===== src/rtl/lsu_mem_initiator.sv =====
// Load/store initiator for the asynchronous RAM data port: one request at a time, strobes held for programmable cycles.
// Optional build macro MISALIGN_CHECK_EN rejects misaligned half/word accesses.
module lsu_mem_initiator #(
    parameter logic [31:0] START_ADDR   = 32'h0000_0000,
    parameter int          MEM_SIZE     = 65536,
    parameter int          READ_LATENCY = 1,
    parameter int          WRITE_HOLD   = 1
) (
    input  logic        clk,
    input  logic        rst,
    input  logic        req_valid,
    output logic        req_ready,
    input  logic        req_we,
    input  logic [1:0]  req_size,
    input  logic        req_signed,
    input  logic [31:0] req_addr,
    input  logic [31:0] req_wdata,
    output logic        resp_valid,
    input  logic        resp_ready,
    output logic [31:0] resp_rdata,
    output logic        resp_err,
    output logic        mem_write_enable,
    output logic        mem_read_enable,
    output logic [1:0]  mem_bw,
    output logic [31:0] mem_write_address,
    output logic [31:0] mem_read_address,
    output logic [31:0] mem_data_in,
    input  logic [31:0] mem_data_out
);

    typedef enum logic [1:0] {S_IDLE, S_WRITE, S_READ, S_RESP} state_t;

    localparam logic [31:0] LAST_OFF = 32'(MEM_SIZE - 4);

    state_t      r_state, w_state_nx;
    logic        r_req_ready, r_resp_valid, r_resp_err, r_we_en, r_re_en, r_signed;
    logic [1:0]  r_size, r_bw;
    logic [3:0]  r_cnt;
    logic [31:0] r_resp_rdata, r_waddr, r_raddr, r_wdata;
    logic        w_accept, w_misalign, w_reject, w_wr_last, w_rd_last;
    logic        w_req_ready_d, w_resp_valid_d;
    logic [31:0] w_off, w_ext;
    logic [1:0]  w_bw;

    assign w_accept = r_req_ready & req_valid;
    assign w_off    = req_addr - START_ADDR;
`ifdef MISALIGN_CHECK_EN
    assign w_misalign = (req_size == 2'b01 && req_addr[0]) || (req_size[1] && req_addr[1:0] != 2'b00);
`else
    assign w_misalign = 1'b0;
`endif
    assign w_reject  = (w_off > LAST_OFF) || w_misalign;
    // Write enable is low in the first WRITE cycle (address setup), so a high enable marks the hold phase.
    assign w_wr_last = (r_state == S_WRITE) && r_we_en && (r_cnt == 4'd0);
    assign w_rd_last = (r_state == S_READ) && (r_cnt == 4'd0);

    always_comb begin
        case (req_size)
            2'b00:   w_bw = 2'b00;
            2'b01:   w_bw = 2'b10;
            default: w_bw = 2'b11;
        endcase
    end

    always_comb begin
        case (r_size)
            2'b00:   w_ext = {{24{r_signed & mem_data_out[7]}}, mem_data_out[7:0]};
            2'b01:   w_ext = {{16{r_signed & mem_data_out[15]}}, mem_data_out[15:0]};
            default: w_ext = mem_data_out;
        endcase
    end

    // FSM: state register
    always_ff @(posedge clk) begin
        if (rst) r_state <= S_IDLE;
        else     r_state <= w_state_nx;
    end

    // FSM: next state
    always_comb begin
        w_state_nx = r_state;
        case (r_state)
            S_IDLE:  if (w_accept) w_state_nx = w_reject ? S_RESP : (req_we ? S_WRITE : S_READ);
            S_WRITE: if (w_wr_last) w_state_nx = S_RESP;
            S_READ:  if (w_rd_last) w_state_nx = S_RESP;
            S_RESP:  if (resp_ready) w_state_nx = S_IDLE;
            default: w_state_nx = S_IDLE;
        endcase
    end

    // FSM: handshake outputs are decoded from the next state and then registered
    always_comb begin
        w_req_ready_d  = (w_state_nx == S_IDLE);
        w_resp_valid_d = (w_state_nx == S_RESP);
    end

    always_ff @(posedge clk) begin
        if (rst) begin
            r_req_ready  <= 1'b0;
            r_resp_valid <= 1'b0;
            r_resp_err   <= 1'b0;
            r_resp_rdata <= '0;
            r_we_en      <= 1'b0;
            r_re_en      <= 1'b0;
            r_bw         <= '0;
            r_waddr      <= '0;
            r_raddr      <= '0;
            r_wdata      <= '0;
            r_size       <= '0;
            r_signed     <= 1'b0;
            r_cnt        <= '0;
        end else begin
            r_req_ready  <= w_req_ready_d;
            r_resp_valid <= w_resp_valid_d;
            if (w_accept) begin
                r_size       <= req_size;
                r_signed     <= req_signed;
                r_bw         <= w_bw;
                r_waddr      <= req_addr;
                r_raddr      <= req_addr;
                r_wdata      <= req_wdata;
                r_resp_rdata <= '0;
                r_resp_err   <= w_reject;
                if (!w_reject && !req_we) begin
                    r_re_en <= 1'b1;
                    r_cnt   <= 4'(READ_LATENCY - 1);
                end
            end
            case (r_state)
                S_WRITE: begin
                    if (!r_we_en) begin
                        r_we_en <= 1'b1;
                        r_cnt   <= 4'(WRITE_HOLD - 1);
                    end else if (r_cnt == 4'd0) begin
                        r_we_en <= 1'b0;
                    end else begin
                        r_cnt <= r_cnt - 4'd1;
                    end
                end
                S_READ: begin
                    if (r_cnt == 4'd0) begin
                        r_re_en      <= 1'b0;
                        r_resp_rdata <= w_ext;
                    end else begin
                        r_cnt <= r_cnt - 4'd1;
                    end
                end
                default: ;
            endcase
        end
    end

    assign req_ready         = r_req_ready;
    assign resp_valid        = r_resp_valid;
    assign resp_rdata        = r_resp_rdata;
    assign resp_err          = r_resp_err;
    assign mem_write_enable  = r_we_en;
    assign mem_read_enable   = r_re_en;
    assign mem_bw            = r_bw;
    assign mem_write_address = r_waddr;
    assign mem_read_address  = r_raddr;
    assign mem_data_in       = r_wdata;

endmodule

===== config.mk =====
export PLATFORM = sky130hd
export DESIGN_NAME = lsu_mem_initiator
export DESIGN_NICKNAME = d
export VERILOG_FILES = /design/src/rtl/lsu_mem_initiator.sv
export SDC_FILE = /design/constraint.sdc
export NUM_CORES = 1
export LEC_CHECK = 0
export CORE_UTILIZATION = 43
export CTS_CLUSTER_SIZE = 28
export DETAILED_ROUTE_END_ITERATION = 8
export PLACE_DENSITY = 0.86
export SLEW_MARGIN = 20
export SYNTH_ARGS = -nofsm -noshare
export SYNTH_HDL_FRONTEND = slang
export SYNTH_SLANG_ARGS = --single-unit

===== constraint.sdc =====
create_clock -name clk -period 4.23 [get_ports clk]
set_input_delay 0.423 -clock clk [delete_from_list [all_inputs] [get_ports clk]]
set_output_delay 0.423 -clock clk [all_outputs]
set_load 0.05 [all_outputs]

==> results, run 1 <==
- The run finished with clean final reports.
- The die footprint is 11040 µm².
- The highest fanout seen on the critical path is 19.
- Hold timing on the final database bottoms out at a slack of 0.4589 ns.
- From synthesis to final layout, the design area changed by 51.56%.
- The number of enable flip-flop cells after synthesis is 0.
- Counting every instance in the synthesized netlist gives 557.
- During placement, the flow inserted port buffers numbering 238.
- In this run the static leakage power is 2.336 nW.
- The number of global-route vias before repair is 4422.
- The sum of net half-perimeters after detailed placement is 9655 µm.
- The total of hold buffers inserted after clock tree synthesis is 0.
- Clock-pin slew was measured on the worst setup and hold paths at 0.09 ns.
- After detailed routing, the number of vias per cell comes to 5.186.
- After global routing the overflow that remains totals 0.
- The CTS buffer count is 9.
- The achievable frequency is 0.4211 GHz.
- The register bit total from synthesis is 112.
- The post-synthesis sequential area ratio is 49.07%.
- The average cell area after synthesis is 8.204 µm².
- The clock insertion delay at the later pin of the skew report is 0.36 ns.
- In the final layout, the share of cells above drive strength 1 is 4.595%.
- The power density normalized to cell area is 553.2 nW/µm².
- The post-synthesis instance area is 4569 µm².
- Leaving out fill and tap cells, the most frequent cells in the layout are clkdlybuf4s50_1 (237), nand2_1 (164), a21oi_1 (112), dfxtp_1 (112), nor3_1 (14).
- The post-cts resize count is 0.
- The floorplan core area is 10320 µm².
- The register area is 2242 µm².
- The kind of launch point of the worst setup path is a flop.
- Buffers added to address setup during post-CTS repair amount to 0.
- Of all cell types, the one taking the most synthesized area is dfxtp_1.
- Dividing the detail-routed wire length by the instance count gives 15.28 µm.
- The overall die width is 105.1 µm.
- The count of nets left with antenna violations once routing finished came out at 0.
- The routed design has 13390 µm of wire.
- The worst pin sits at a relative slew slack of 29.73%.
- The first global-routing pass estimated 21330 µm of wire.
- Entering global routing, the biggest net connects 112 pins.
- The predominant post-synthesis flop cell is dfxtp_1.
- 0 antenna diodes ended up in the layout.
- The number of nets at the end of the flow is 846.
- Before antenna repair, the detailed router went through 5 iterations.
- The placed standard-cell area is 6745 µm².
- The count of final hold-check violations came to 0.
- The floorplan has 37 rows.
- The final critical-path required period is 2.375 ns.
- The peak supply drop is 0.2718 mV.
- For this run, design rule violations remaining after detail routing come to 0.
- Setup repair after global routing left no endpoint under its margin.
- The critical path data required time is 4.43 ns.
- Leaving out fill and tap cells, the most frequent cell in the layout is clkdlybuf4s50_1.
- The portion of synthesized cell area occupied by the leading cell type is 49.07%.
- The distinct cell type count after synthesis is 39.
- Dividing the final minimum period by the clock period gives 56.15%.
- The layout has 856 filler cells.
- Global routing used 23.80% of the available tracks.
- The clock passes through at most 2 buffers.
- The multi-input combinational cells in the finished layout cover a total of 1919 µm².
- At the pin with the least slew margin, the transition time is 1.054 ns.
- The height of the chip is 105.1 µm.
- The final standard cell area without fillers is 6925 µm².
- The critical path is of the flop to flop type.
- Once the floorplan was initialized, standard cells occupied 44.26% of the core.
- Pin placement for this block handled 239 I/O pins.
- Ranked by total cell area, the synthesized netlist is headed by dfxtp_1 (49%), nand2_1 (14%), a21oi_1 (12%).
- After synthesis, the share of flip-flops with an asynchronous set or reset is 0%.
- The final weighted congestion of routability-driven global placement is 0.8191.
- The count of endpoints failing setup in the final report is 0.
- Across all layers, the routed design uses 4543 vias.
- In this run, the number of DRC markers left after iteration 0 of detailed routing was 212.
- The number of antenna violations at the first check in global routing is 0.
- The total count of max-transition violations in the final report is 0.
- The buffer type at the clock tree root is clkbuf_8.
- The maximum level of the CTS H-tree is 3.
- Counting every sink on the clock net gives 112.
- Data on the critical path arrives at its endpoint at 2.57 ns.
- The post-route clock skew is 0.01355 ns.
- Timing analysis after detailed placement gives a worst setup slack of 1.548 ns.
- Summed over all failing endpoints, the final setup total negative slack is 0 ns.
- The TritonCTS clock tree is built.
- The worst hold path class is flop to flop.
- In the post-route analysis, the smallest setup slack over all paths is 1.855 ns.
- The number of maximum-capacitance violations is 0.
- For this run, the number of Yosys warnings is 0.
- STA classifies the critical path endpoint as a flop.
- The number of nets in the synthesized netlist is 666.
## sequential cells by signal (all words and copies together) (netlist names)
name / flops
req_ready: 1
resp_valid: 1
mem_read_enable: 1
r_state: 2
mem_bw: 2
mem_data_in: 32
mem_write_enable: 1
resp_err: 1
r_cnt: 4
r_signed: 1
r_size: 2
mem_read_address: 32
resp_rdata: 32
## routing by layer
layer | global-route usage, % | routed length [µm] | up-vias
li1 | - | - | 2194
met1 | 26.26 | 5125 | 2148
met2 | 44.80 | 7108 | 182
met3 | 5.739 | 928 | 19
met4 | 6.942 | 223 | 0
met5 | 0 | 0 | -
## path summary, 6_finish.rpt
| check | startpoint | end | slack [ns] | cells past startpoint |
|---|---|---|---|---|
| max reg2reg | r_size[1] | resp_rdata[20] | 1.86 | 4 |
| max | r_size[1] | resp_rdata[20] | 1.86 | 4 |
| min reg2reg | mem_data_in[7] | mem_data_in[7] | 0.46 | 2 |
| min | mem_data_in[7] | mem_data_in[7] | 0.46 | 2 |
## cell type report
cell class / instances / share of cell area [%]
inverter: 5 / 0.2710
timing repair buffer: 240 / 34.63
clock buffer: 11 / 1.897
sequential: 112 / 32.38
clock inverter: 3 / 0.6504
multi-input combinational: 369 / 27.71
tap: 136 / 2.457
## logic make-up (layout without fill, tap and decap cells)
family | count (synthesis) | in the layout | synth area share, %
AND/OR/NAND/NOR | 221 | 221 | 21.06
AO/OA/AOI/OAI | 143 | 143 | 19.06
flip-flops | 112 | 112 | 49.07
buffers and inverters | 76 | 259 | 9.447
adder cells (fa/ha/maj) | 5 | 5 | 1.369
## cells in the mapped netlist (3+ instances only)
cell / instances
ha_1: 5
inv_1: 5
buf_4: 32
buf_6: 3
nor2_1: 9
a211oi_1: 6
o21ai_0: 3
a211oi_2: 10
nor3_1: 14
nand3_1: 10
clkbuf_1: 25
dfxtp_1: 112
nand4_1: 3
nor4_1: 4
buf_1: 8
nand2_1: 165
buf_2: 3
a21oi_1: 112
## per-stage QoR
step / cells / power (mW) / util (%)
floorplan: 557 / 2.669 / -
global placement: 862 / 3.205 / 65.34
detailed placement: 862 / 3.255 / 65.34
CTS: 876 / 3.861 / 67.05
global route: 876 / 4.005 / 67.08
finish: 876 / 3.831 / 67.08
## worst max-delay path, stage by stage (launching register included)
cell and delay, ns:
dfxtp_1 0.75, or2_0 0.53, o21ai_4 0.18, a41oi_4 0.60, a211oi_1 0.16
## power by group
part	switching [mW]	internal, mW	total, mW
registers	0.128	1.24	1.36
clock network	0.335	0.269	0.604
logic	1.24	0.626	1.86
(Power assumes the default switching activity.)
==> inputs of run 2 (changes only) <==
--- a/config.mk
+++ b/config.mk
@@ -5,10 +5,10 @@
 export SDC_FILE = /design/constraint.sdc
 export NUM_CORES = 1
 export LEC_CHECK = 0
-export CORE_UTILIZATION = 43
+export CORE_UTILIZATION = 40
 export CTS_CLUSTER_SIZE = 28
 export DETAILED_ROUTE_END_ITERATION = 8
-export PLACE_DENSITY = 0.86
+export PLACE_DENSITY = 0.81
 export SLEW_MARGIN = 20
 export SYNTH_ARGS = -nofsm -noshare
 export SYNTH_HDL_FRONTEND = slang
==> constraint.sdc (replaced) <==
create_clock -name clk -period 2.26 [get_ports clk]
set_input_delay 0.226 -clock clk [delete_from_list [all_inputs] [get_ports clk]]
set_output_delay 0.226 -clock clk [all_outputs]
set_load 0.05 [all_outputs]
==> results, run 2 (synthesis results as in run 1) <==
- The overall fraction of global-route tracks in use is 22.20%.
- The total count of max-transition violations in the final report is 0.
- The number of remaining DRC errors is 0.
- Setup violations remaining at the end of the flow were counted as 0.
- For this configuration, the core starts out at a cell density of 41.60%.
- Static timing analysis puts the maximum clock frequency at 0.4796 GHz.
- The number of antenna violations at the first check in global routing was 0.
- Clock-pin slew was measured on the worst setup and hold paths at 0.07 ns.
- After detailed placement, the design holds a cell count of 874.
- The number of nets still failing antenna checks after routing is 0.
- The cell family contributing the most delay on the critical path is compound AO/OA/AOI/OAI gates.
- The buffer count from post-CTS setup fixing is 0.
- The total grt overflow is 0.
- The placed standard-cell area is 6823 µm².
- Hold is met by 0.3878 ns.
- The worst hold path class is input pin to flop.
- Routability-driven placement finished with a final weighted congestion of 0.8181.
- For the pin with the worst max-slew slack, the measured transition is 0.6141 ns.
- Max-cap violations in this run came to 0.
- The sum of net half-perimeters after detailed placement is 10220 µm.
- The kind of end point of the critical path is a flop.
- The count of clock tree sinks is 112.
- The routed layout has 4547 vias.
- The count of final hold-check violations came to 0.
- Clock tree synthesis selected as its root buffer the cell clkbuf_16.
- For the final routed database, the setup TNS stands at 0 ns.
- The final layout contains 854 nets.
- The internal cell power is 4.285 mW.
- Across the VDD grid, the largest voltage drop is 0.5195 mV.
- The per-cell via count in the routed design is 5.109.
- The final layout contains routed wiring with a total length of 13560 µm.
- The average detailed-routed wire length per instance is 15.24 µm.
- The clock reaches the later pin of the worst-skew pair after 0.33 ns.
- The post-cts resize count is 0.
- The analysis attributes to cell leakage a power of 2.433 nW.
- The overall power after layout is 7.560 mW.
- The die footprint is 11850 µm².
- The number of core rows is 38.
- After routing the design area is 7096 µm².
- 0 antenna diodes ended up in the layout.
- Walking the worst path, the cells encountered are ha_1 -> nor4bb_4 -> o21ai_4 -> a41oi_4 -> buf_4 -> a211oi_1.
- The clock network is responsible for 19.4% of the overall power.
- Relative to the synthesized area, the layout overhead comes to 55.28%.
- After clock tree synthesis, the flow added hold-fix buffers numbering 0.
- The slowest library cell on the worst path is dfxtp_1.
- Port buffering added 238 buffers.
- Of the total power, registers draw 33.5%.
- Of the cells placed in the final design, the portion with a size suffix greater than 1 is 5.867%.
- The library cell used most frequently in the layout, excluding fill and tap cells, is clkdlybuf4s50_1.
- For this run, the share of the core covered by cells in the final layout is 64.60%.
- Data on the critical path arrives at its endpoint at 2.28 ns.
- Together, buffers and inverters on the worst path number 1.
- The critical path class is flop to flop.
- The worst pin sits at a relative slew slack of 58.93%.
- The post-route clock skew is 0.009780 ns.
- TritonCTS built the clock tree.
- Counting I/O delays and the setup requirement, the final critical path takes 2.085 ns.
- For this design the total switching power over the nets is 3.275 mW.
- The core region is 10980 µm².
- Setup repair after global routing left no endpoint under its margin.
- The maximum count of clock buffers along a single path is 2.
- Leaving out fill and tap cells, the most frequent cells in the layout are clkdlybuf4s50_1 (237), nand2_1 (164), a21oi_1 (112), dfxtp_1 (112), nor3_1 (14).
- Excluding fillers, the count of instances in the completed layout stands at 890.
- The number of global-route vias before repair is 4413.
- The maximum number of pins on one net before global-route repair is 58.
- The first global-routing pass estimated 20770 µm of wire.
- The number of detailed-routing iterations run before antenna repair is 5.
- The I/O pin count is 239.
- In this run the vertical extent of the chip is 108.9 µm.
- STA puts the critical path data required time at 2.45 ns.
- The maximum level of the CTS H-tree is 3.
- Of the total power, combinational logic draws 47.1%.
- Dividing the final minimum period by the clock period gives 92.26%.
- The highest fanout seen on the critical path is 16.
- The minimum setup slack in the final design is 0.1750 ns.
- The power density normalized to cell area is 1065 nW/µm².
- The floorplan step set the die width to 108.9 µm.
- The switching share of total power is 43.32%.
- The CTS buffer count is 9.
- The highest cell delay on the worst timing path is 0.43 ns.
- The violation count after the first detailed-route iteration is 190.
- The kind of launch point of the worst setup path is a flop.
- The flow ran to the end, and the final reports show no timing, DRC or antenna violations.
- OpenSTA, run right after detailed placement, puts the worst setup slack at -0.005816 ns.
## run 2: cell count changes in the layout (fill, tap and decap cells not counted), moves of 2 or more
cell        previous run  this run
buf_4                  2        10
inv_6                  0         2
clkbuf_16              0         9
clkbuf_8               9         0
clkinv_4               0         2
clkinvlp_4             2         0
## run 2: power groups by stage
stage	sequential, mW	combinational [mW]	clock (mW)
floorplan	3.64	1.36	0
global route	2.58	3.78	1.58
CTS	2.54	3.57	1.51
detailed placement	2.58	3.57	0
finish	2.54	3.56	1.47
global placement	2.56	3.50	0
## run 2: area by class of cell
class                           instances  area, µm²
Multi-Input combinational cell        369       1919
Clock buffer                           11      232.7
Sequential cell                       112       2242
Inverter                                5      18.77
Clock inverter                          5      40.04
Tap cell                              140      175.2
Timing Repair Buffer                  248       2467
Fill cell                             955       3887
## run 2: path summary, 6_finish.rpt
path,from,endpoint,slack (ns),cells past startpoint
max,r_state[1],resp_rdata[16],0.17,6
min,rst,r_state[0],0.39,2
max reg2reg,r_state[1],resp_rdata[16],0.17,6
min reg2reg,mem_data_in[31],mem_data_in[31],0.46,2
## run 2: worst reg2reg max path, delay by kind of cell, from the launching register on
| kind | cells | cell delay [ns] |
|---|---|---|
| flip-flops | 1 | 0.43 |
| buffers and inverters | 1 | 0.28 |
| AND/OR/NAND/NOR | 1 | 0.43 |
| AO/OA/AOI/OAI | 3 | 0.51 |
| adder cells (fa/ha/maj) | 1 | 0.30 |
## run 2: per-layer routing
metal	up-vias	global-route usage (%)	part of all wire, %
met5	-	0	0
met4	0	7.046	1.3
met3	12	5.380	7.8
met2	182	42.18	52
met1	2137	23.82	39
li1	2216	-	-
